<file path="config.mk">
export PLATFORM = sky130hd
export DESIGN_NAME = logic_op_sequencer_flat
export DESIGN_NICKNAME = d
export VERILOG_FILES = /design/src/rtl/logic_op_sequencer_if.sv /design/src/rtl/logic_op_sequencer.sv /design/src/flat_wrapper.sv
export SDC_FILE = /design/constraint.sdc
export NUM_CORES = 1
export LEC_CHECK = 0
export ABC_AREA = 1
export CORE_AREA = 2 2 110 112
export CTS_CLUSTER_DIAMETER = 80
export DETAILED_ROUTE_END_ITERATION = 7
export DIE_AREA = 0 0 112 114
export DONT_BUFFER_PORTS = 1
export PLACE_DENSITY = 0.78
export SETUP_SLACK_MARGIN = 0.3
export SYNTH_ARGS = -nofsm -noshare
export SYNTH_HDL_FRONTEND = slang
export SYNTH_SLANG_ARGS = --single-unit
</file>
<file path="constraint.sdc">
create_clock -name clk -period 2.75 [get_ports clk]
set_input_delay 0.4125 -clock clk [delete_from_list [all_inputs] [get_ports clk]]
set_output_delay 0.4125 -clock clk [all_outputs]
set_load 0.02 [all_outputs]
</file>
<file path="src/rtl/logic_op_sequencer_if.sv">
// logic_op_sequencer_if: command, logic-unit and response signals of the sequencer
interface logic_op_sequencer_if #(parameter int WIDTH = 32);
  logic cmd_valid;
  logic cmd_ready;
  logic [1:0] cmd_op;
  logic cmd_acc;
  logic [WIDTH-1:0] cmd_a;
  logic [WIDTH-1:0] cmd_b;
  logic [WIDTH-1:0] lu_a;
  logic [WIDTH-1:0] lu_b;
  logic [1:0] lu_sel;
  logic [WIDTH-1:0] lu_r;
  logic rsp_valid;
  logic rsp_ready;
  logic [WIDTH-1:0] rsp_data;
  logic rsp_zero;
  logic rsp_parity;
  logic rsp_illegal;
  logic [15:0] op_count;
  modport master (
    output cmd_valid, cmd_op, cmd_acc, cmd_a, cmd_b, lu_r, rsp_ready,
    input cmd_ready, lu_a, lu_b, lu_sel, rsp_valid, rsp_data, rsp_zero, rsp_parity, rsp_illegal, op_count
  );
  modport slave (
    input cmd_valid, cmd_op, cmd_acc, cmd_a, cmd_b, lu_r, rsp_ready,
    output cmd_ready, lu_a, lu_b, lu_sel, rsp_valid, rsp_data, rsp_zero, rsp_parity, rsp_illegal, op_count
  );
endinterface

</file>
<file path="src/rtl/logic_op_sequencer.sv">
// logic_op_sequencer: sequences AND/OR/XOR commands through an external logic unit with an accumulator
module logic_op_sequencer #(parameter int WIDTH = 32) (
  input logic clk,
  input logic rst_n,
  logic_op_sequencer_if.slave bus
);
  typedef enum logic [1:0] {IDLE, ISSUE, RESP} state_t;
  state_t state, nxt;
  logic [WIDTH-1:0] acc, cap;
  logic illegal;
  always_ff @(posedge clk) state <= !rst_n ? IDLE : nxt;
  always_comb begin
    nxt = state == IDLE  ? (bus.cmd_valid ? ISSUE : IDLE) :
          state == ISSUE ? RESP :
          (bus.rsp_ready ? IDLE : RESP);
  end
  always_comb begin
    bus.cmd_ready = rst_n && state == IDLE;
    bus.rsp_valid = state == RESP;
  end
  // illegal op yields a forced-zero result regardless of what the logic unit returns
  assign illegal = bus.lu_sel == 2'b11;
  assign cap = illegal ? '0 : bus.lu_r;
  always_ff @(posedge clk) begin
    if (!rst_n) begin
      acc <= '0;
      bus.lu_a <= '0;
      bus.lu_b <= '0;
      bus.lu_sel <= 2'b00;
      bus.rsp_data <= '0;
      bus.rsp_zero <= 1'b0;
      bus.rsp_parity <= 1'b0;
      bus.rsp_illegal <= 1'b0;
      bus.op_count <= '0;
    end else begin
      if (bus.cmd_ready && bus.cmd_valid) begin
        bus.lu_sel <= bus.cmd_op;
        bus.lu_a <= bus.cmd_acc ? acc : bus.cmd_a;
        bus.lu_b <= bus.cmd_b;
      end
      if (state == ISSUE) begin
        bus.rsp_data <= cap;
        bus.rsp_zero <= ~|cap;
        bus.rsp_parity <= ^cap;
        bus.rsp_illegal <= illegal;
        if (!illegal) acc <= bus.lu_r;
      end
      if (state == RESP && bus.rsp_ready) bus.op_count <= bus.op_count + 16'd1;
    end
  end
endmodule

</file>
<file path="src/flat_wrapper.sv">
// flat-port wrapper written by rule: the top's interface ports become plain ports
module logic_op_sequencer_flat 
#(parameter int WIDTH = 32)
  (clk, rst_n, bus_cmd_valid, bus_cmd_op, bus_cmd_acc, bus_cmd_a, bus_cmd_b, bus_lu_r, bus_rsp_ready, bus_cmd_ready, bus_lu_a, bus_lu_b, bus_lu_sel, bus_rsp_valid, bus_rsp_data, bus_rsp_zero, bus_rsp_parity, bus_rsp_illegal, bus_op_count);
  logic_op_sequencer_if #(.WIDTH(WIDTH)) bus_i ();
  input logic clk;
  input logic rst_n;
  input wire logic [$bits(bus_i.cmd_valid)-1:0] bus_cmd_valid;
  input wire logic [$bits(bus_i.cmd_op)-1:0] bus_cmd_op;
  input wire logic [$bits(bus_i.cmd_acc)-1:0] bus_cmd_acc;
  input wire logic [$bits(bus_i.cmd_a)-1:0] bus_cmd_a;
  input wire logic [$bits(bus_i.cmd_b)-1:0] bus_cmd_b;
  input wire logic [$bits(bus_i.lu_r)-1:0] bus_lu_r;
  input wire logic [$bits(bus_i.rsp_ready)-1:0] bus_rsp_ready;
  output wire logic [$bits(bus_i.cmd_ready)-1:0] bus_cmd_ready;
  output wire logic [$bits(bus_i.lu_a)-1:0] bus_lu_a;
  output wire logic [$bits(bus_i.lu_b)-1:0] bus_lu_b;
  output wire logic [$bits(bus_i.lu_sel)-1:0] bus_lu_sel;
  output wire logic [$bits(bus_i.rsp_valid)-1:0] bus_rsp_valid;
  output wire logic [$bits(bus_i.rsp_data)-1:0] bus_rsp_data;
  output wire logic [$bits(bus_i.rsp_zero)-1:0] bus_rsp_zero;
  output wire logic [$bits(bus_i.rsp_parity)-1:0] bus_rsp_parity;
  output wire logic [$bits(bus_i.rsp_illegal)-1:0] bus_rsp_illegal;
  output wire logic [$bits(bus_i.op_count)-1:0] bus_op_count;
  assign bus_i.cmd_valid = bus_cmd_valid;
  assign bus_i.cmd_op = bus_cmd_op;
  assign bus_i.cmd_acc = bus_cmd_acc;
  assign bus_i.cmd_a = bus_cmd_a;
  assign bus_i.cmd_b = bus_cmd_b;
  assign bus_i.lu_r = bus_lu_r;
  assign bus_i.rsp_ready = bus_rsp_ready;
  assign bus_cmd_ready = bus_i.cmd_ready;
  assign bus_lu_a = bus_i.lu_a;
  assign bus_lu_b = bus_i.lu_b;
  assign bus_lu_sel = bus_i.lu_sel;
  assign bus_rsp_valid = bus_i.rsp_valid;
  assign bus_rsp_data = bus_i.rsp_data;
  assign bus_rsp_zero = bus_i.rsp_zero;
  assign bus_rsp_parity = bus_i.rsp_parity;
  assign bus_rsp_illegal = bus_i.rsp_illegal;
  assign bus_op_count = bus_i.op_count;
  logic_op_sequencer #(.WIDTH(WIDTH)) u_core (.clk(clk), .rst_n(rst_n), .bus(bus_i));
endmodule
</file>
==> metrics.txt, run 1 <==
Yosys Warn Count 0; critical path arrival 2.34 ns; Post-synth EDFFs 0; number of cell rows 40; CTS resizes 0; Avg WL per Cell 15.4 um; Clock Sinks 151; drt first-iter violations 311; Final Hold Violating Endpoints 0; Final setup viols 0; Core ar. 0.0117 mm2; critical path startpoint category register; Tcrit/Tclk final 71.6%; flops & latches, synth 151; filler instances between 1000 and 1500; Final HPWL DP roughly 10000 um; RSZ-0062 raised after global routing no; clock buffer count from CTS 17; first-pass GRT wire length 23700 um; CP endpoint kind register; initial antenna violation count 0; H-tree Lvls 4; Die Wd approximately 110 um; vias in the first global route 4732; synthesized area 0.00630 mm2; TritonRoute pass-1 iters 7; largest area contributor in the netlist dfxtp_1; GPL Wtd Cong between 0.7 and 0.8; Cell Pwr Density 755 mW/mm2; relative slew slack 60.3%; layout cell share with drive strength beyond 1 6.32%; top cells by area, synth dfxtp_1, nand2_1, nand3_1; port bufs 0; Area Overhead vs Synth 11.1%; Critical Path RT 3.12 ns; Max clock buf depth 2; Max-cap violations 0; largest net degree at the start of global routing around 100; post-layout net count 931; placed insts roughly 940; Vert. Die Dim 114 um; post-route minimum period ~2 ns; gr ovfl total 0; routed wire length 15000 um; Max Fanout on Critical Path around 60; Fmax achieved ~0.51 GHz; Layout Cells excl Fill 970; Hold-fix buffers, CTS 0; worst r2r src u_core.bus.lu_sel[1]; total vias in the final route 5194; P_leak 3.22 nW; Max rail drop VDD between 0.4 and 0.5 mV; Top-Level Pins 222; Syn Inst Count about 830; Final Max Tran Viols 0; clk slew on worst S/H paths 0.06 ns; top-count cell post-synth nand2_1; Starting Density 53.8%; post-synth top area share 48.0%; Worst Tran Pin Value approximately 0.6 ns; sequential share of the synthesized area 48.0%; Root Buffer clkbuf_16; Main synth FF type dfxtp_1; Mean Syn Cell Area ~7.6 um2; DR vias/cell roughly 5.4; worst r2r path cells 15; flop-to-flop setup slack 0.78 ns; number of diodes 0; DRT antenna net count 0; WS Path Type reg -> reg; hold path depth 1; crit path launch u_core.bus.lu_sel[1]; Synth Net Count about 950; status finished clean; CTS tree done; Layout Skew 0.0105 ns; TNS Setup 0 ns; die area roughly 0.013 mm2; most frequent cells after synthesis nand2_1, dfxtp_1, nand3_1; min-delay src bus_rsp_ready; All-Layer GR Usage between 20 and 25%; DRC Markers 0; Post-CTS Setup Inserts 0; Yosys cell types 26; clk_lat worst skew approximately 0.42 ns; ys async rst share 0%; Worst Hold Class in -> reg
cells by family after synthesis:
group	Yosys count	synth area share (%)
multiplexers	32	5.09
AND/OR/NAND/NOR	407	27.1
flip-flops	151	48.0
XOR/XNOR	3	0.417
adder cells (fa/ha/maj)	17	3.38
buffers and inverters	88	5.56
AO/OA/AOI/OAI	131	10.4
path summary, 6_finish.rpt:
path | end
min | u_core.state[1]
min reg2reg | u_core.acc[0]
max reg2reg | u_core.bus.rsp_parity
max | u_core.bus.rsp_parity
area by class of cell:
| cell class | instances | area (um2) | area share [%] |
|---|---|---|---|
| multi-input combinational | 590 | 2930 | 41.9 |
| clock buffer | 18 | 429 | 6.13 |
| inverter | 40 | 150 | 2.15 |
| sequential | 151 | 3020 | 43.2 |
| clock inverter | 13 | 173 | 2.47 |
| timing repair buffer | 11 | 108 | 1.54 |
| tap | 147 | 184 | 2.63 |
state kept, by name (all words and copies together), names as in the netlist:
| signal | count |
|---|---|
| u_core.bus.op_count | 16 |
| u_core.acc | 32 |
| u_core.bus.lu_a | 32 |
| u_core.bus.rsp_zero | 1 |
| u_core.bus.lu_sel | 2 |
| u_core.bus.rsp_illegal | 1 |
| u_core.state | 2 |
| u_core.bus.lu_b | 32 |
| u_core.bus.rsp_data | 32 |
| u_core.bus.rsp_parity | 1 |
cell usage in the layout (no fill, tap or decap), types with 2 or more instances in the layout:
| cell | instances |
|---|---|
| xor2_1 | 2 |
| bufinv_16 | 3 |
| clkinv_4 | 2 |
| nand2_2 | 2 |
| o21ai_0 | 40 |
| nand2_1 | 265 |
| nor4_1 | 2 |
| ha_1 | 17 |
| clkbuf_16 | 17 |
| clkinvlp_4 | 4 |
| a21oi_1 | 90 |
| buf_4 | 9 |
| nand3_1 | 91 |
| inv_1 | 37 |
| buf_12 | 2 |
| nor2_1 | 31 |
| clkinv_1 | 2 |
| nand4_1 | 3 |
| mux2i_1 | 32 |
| nor3_1 | 3 |
| dfxtp_1 | 151 |
| inv_6 | 4 |
| nor2_2 | 5 |
critical path, cell delays in order, from the launching register on:
cell and delay [ns]:
dfxtp_1 0.40, nand2_2 0.13, buf_12 0.23, nand2_1 0.09, ha_1 0.34, nand2_1 0.09, inv_1 0.04, nor2_1 0.11
nand2_1 0.07, nand2_1 0.08, nand2_1 0.05, nand2_1 0.06, nand2_1 0.05, nand3_1 0.07, nand2_1 0.05, inv_1 0.04
power breakdown:
part / total (W) / internal, W / switching [W]
registers: 0.00247 / 0.00230 / 0.000176
logic: 0.000434 / 0.000169 / 0.000265
clock network: 0.00237 / 0.00144 / 0.000938
routing by layer:
metal  wire, um  track usage, %  up-vias  part of all wire, %
met2       7070            37.4      162                   47
met1       6390            27.7     2311                   43
met3       1150            7.60       28                  7.7
met4        362            10.0        0                  2.4
met5          0               0        -                    0
li1           -               -     2693                    -
metrics by stage:
| stage | hold slack, ns | setup slack [ns] | total power [W] | util (%) | area [um2] |
|---|---|---|---|---|---|
| global placement | 0.454 | 0.789 | 0.00294 | 54.6 | 6400 |
| floorplan | 0.445 | 0.585 | 0.00288 | - | 6300 |
| finish | 0.0896 | 0.782 | 0.00528 | 59.8 | 7000 |
| CTS | 0.0697 | 0.765 | 0.00532 | 59.8 | 7000 |
| detailed placement | 0.457 | 0.785 | 0.00296 | 54.6 | 6400 |
| global route | 0.0838 | 0.482 | 0.00550 | 59.8 | 7000 |
Power figures use the tool's default switching activity.
==> run 2: changes to the inputs <==
ABC_AREA = 0   (was 1)
CORE_AREA = 2 2 109 111   (was 2 2 110 112)
DIE_AREA = 0 0 111 113   (was 0 0 112 114)
PLACE_DENSITY = 0.8   (was 0.78)
clock period = 1.7 ns   (was 2.75 ns; I/O delays follow)
==> run 2 against run 1 <==
The flow now finishes with violations (hold timing, setup timing). Count of clock-buffer cells in the layout up 5. Synthesized cell count is 26% lower. Sequential cell count unchanged. Synthesized area decreased by 2.6%. Non-clock buffer count is 149 higher. Routed wire length rose by 80%. Cell count fell by 7.9%. Global-route usage increased by 12 points. Combinational power grew to 3.9 times the previous value. Critical path type unchanged. Critical endpoint unchanged. Highest routed layer unchanged.
==> metrics.txt, run 2 <==
Tcrit/Tclk final 110% (+38 points); Vert. Die Dim 113 um (-0.88%); failing checks hold timing, setup timing; flops & latches, synth 151 (unchanged); filler instances 401 (-62%); ys async rst share 0% (unchanged); Main synth FF type dfxtp_1; GPL Wtd Cong 0.795 (-0.45%); relative slew slack 42.3% (-18 points); layout cell share with drive strength beyond 1 41.9% (+36 points); P_leak 4.40 nW (+37%); clk_lat worst skew 0.43 ns (about the same); Final Hold Violating Endpoints 3 (+3); RSZ-0062 raised after global routing yes; Max-cap violations 0 (unchanged); Post-DP Area 0.00683 mm2 (+6.8%); worst r2r src u_core.bus.lu_sel[0]; routed wire length 27000 um (+80%); clock buffer count from CTS 17 (unchanged); Worst Hold End u_core.bus.lu_b[7]; DR vias/cell 6.76 (+26%); Top-Level Pins 222 (unchanged); post-route minimum period 1.87 ns (-0.100 ns); fin worst setup slack -0.168 ns (-0.950 ns); Final Cell Area 0.0100 mm2 (+44%); Reg area 0.00307 mm2 (+1.4%); number of cell rows 39 (-2.5%); Critical Path RT 2.01 ns (-1.11 ns); initial antenna violation count 1 (+1); WS Path Type reg -> reg; Post-synth EDFFs 0 (unchanged); Mean Syn Cell Area 10.1 um2 (+32%); Layout Skew 0.00799 ns (-0.00251 ns); min-delay src rst_n; gr ovfl total 0 (unchanged); first-pass GRT wire length 33800 um (+43%); Worst Hold Class in -> reg; top cells by area, synth dfxtp_1, a32o_1, nand2_1; crit path launch u_core.bus.lu_sel[0]; Max clock buf depth 2 (unchanged); die area 0.0125 mm2 (-1.8%); Syn Inst Count 610 (-26%); flop-to-flop setup slack -0.17 ns (-0.95 ns); Cell Pwr Density 937 mW/mm2 (+24%); multi-input logic area 0.00401 mm2 (+37%); commonest non-fill, non-tap cell in the layout dfxtp_1; placed insts 730 (-22%); sequential share of the synthesized area 49.3% (+1.3 points); H-tree Lvls 4 (unchanged); Yosys cell types 36 (+38%); critical path startpoint category register; status complete, but fails checks; cell chain of the critical path nand2_8, clkbuf_16, nand2_4, ha_4, xor2_2, xnor2_1, xnor2_1, xnor2_1, a21oi_1; worst r2r path cells 9 (-6); Worst Tran Pin Value 0.863 ns (+0.268 ns); CP endpoint kind register; Max rail drop VDD 0.788 mV (+76%); Worst path max stage delay 0.36 ns (-0.04 ns); commonest cells after routing, fill and taps aside dfxtp_1, dlygate4sd3_1, a32o_1; post-layout net count 858 (-7.8%); clk slew on worst S/H paths 0.06 ns (about the same); Final setup viols 4 (+4); Fmax achieved 0.535 GHz (+5.4%); Avg WL per Cell 30.2 um (+95%); Final HPWL DP 11100 um (+7.2%); Final Max Tran Viols 0 (unchanged); Area Overhead vs Synth 63.8%; top-count cell post-synth dfxtp_1; slowest cell on the critical path dfxtp_4; Worst R2R End u_core.bus.rsp_parity; cell mode on critical path xnor2_1; hold path depth 1 (unchanged); port bufs 0 (unchanged); TritonRoute pass-1 iters 7 (unchanged); total vias in the final route 6039 (+16%); WHS -0.0236 ns (-0.113 ns); Max Fanout on Critical Path 6 (-90%); vias in the first global route 5942 (+26%); DRT antenna net count 0 (unchanged); All-Layer GR Usage 34.9% (+12 points); drt first-iter violations 550 (+77%); Starting Density 54.4% (+0.66 points); Clock Sinks 151 (unchanged); Yosys Warn Count 0 (unchanged); synthesized area 0.00613 mm2 (-2.6%); Synth Net Count 730 (-23%); largest net degree at the start of global routing 90 (-8.2%); largest area contributor in the netlist dfxtp_1; Layout Cells excl Fill 893 (-7.9%); Root Buffer clkbuf_16; Core ar. 0.0113 mm2 (-3.7%); DRC Markers 0 (unchanged); critical path arrival 2.18 ns (-0.16 ns); most frequent cells after synthesis dfxtp_1, nand2_1, a32o_1; post-synth top area share 49.3% (+1.3 points); CTS tree done; Die Wd 111 um (-0.89%)
## run 2: routing by layer
metal	routed length [um]	track usage, %	vias up	part of all wire (%)
li1	-	-	2471	-
met1	9110	38.8	2959	34
met2	13500	60.5	463	50
met3	2710	12.3	146	10
met4	1580	16.2	0	5.9
met5	0	0	-	0
## run 2: timing repair
action	CTS	global route
cloned	20	7
gates resized for setup	157	125
hold buffers	63	7
buffers inserted	29	6
pin swaps	105	68
endpoints found under the hold margin	130	55
setup endpoints to repair	125	145
## run 2: area by class of cell
class | instances | share of cell area [%]
clock inverters | 7 | 0.673
clock buffers | 23 | 4.86
repair buffers | 160 | 22.1
flip-flops and latches | 151 | 30.5
multi-input cells | 406 | 39.9
well taps | 143 | 1.78
diodes | 1 | 0.0249
inverters | 2 | 0.149
## run 2: worst max path at each step
stage | end | slack, ns | cells past startpoint
6_report | u_core.bus.rsp_parity | -0.17 | 9
5_1_grt | u_core.bus.rsp_parity | -0.26 | 9
4_1_cts | u_core.bus.rsp_parity | -0.14 | 9
3_5_place_dp | u_core.bus.rsp_parity | -0.16 | 9
3_3_place_gp | u_core.bus.rsp_parity | -0.04 | 9
2_1_floorplan | u_core.bus.rsp_parity | -0.13 | 10
## run 2: cell families (layout without fill, tap and decap cells)
group,Yosys count,after routing,synth area share [%]
buffers and inverters,53,192,3.49
other,0,1,0
muxes,34,34,5.55
xor gates and xnor gates,28,28,4.00
DFF,151,151,49.3
and+or+nand+nor,189,189,13.6
AOI/OAI and AO/OA,138,138,20.6
adders and majority gates,17,17,3.47
## run 2: worst max-delay path, delay by kind of cell, from the launching register on
| kind | cells | cell delay (ns) |
|---|---|---|
| buffers and inverters | 1 | 0.16 |
| AO/OA/AOI/OAI | 1 | 0.09 |
| adder cells (fa/ha/maj) | 1 | 0.24 |
| flip-flops | 1 | 0.36 |
| XOR/XNOR | 4 | 0.73 |
| AND/OR/NAND/NOR | 2 | 0.17 |
## run 2: stage by stage
stage | util, % | setup slack, ns | TNS [ns] | hold slack, ns | power, W
2_1_floorplan | - | -0.127 | -0.127 | 0.389 | 0.00475
3_3_place_gp | 60.6 | -0.0353 | -0.0353 | 0.381 | 0.00485
3_5_place_dp | 60.6 | -0.159 | -0.159 | 0.385 | 0.00491
4_1_cts | 82.1 | -0.142 | -0.146 | -0.0376 | 0.00895
5_1_grt | 89.1 | -0.259 | -0.611 | -0.0121 | 0.00960
6_report | 89.1 | -0.168 | -0.304 | -0.0236 | 0.00941
## run 2: report_power, final
| part | switching, W | total [W] | internal, W | leakage (nW) |
|---|---|---|---|---|
| Clock | 0.00151 | 0.00366 | 0.00215 | 0.280 |
| Sequential | 0.000337 | 0.00405 | 0.00371 | 1.24 |
| Combinational | 0.000775 | 0.00170 | 0.000925 | 2.88 |
| Total | 0.00262 | 0.00941 | 0.00679 | 4.40 |
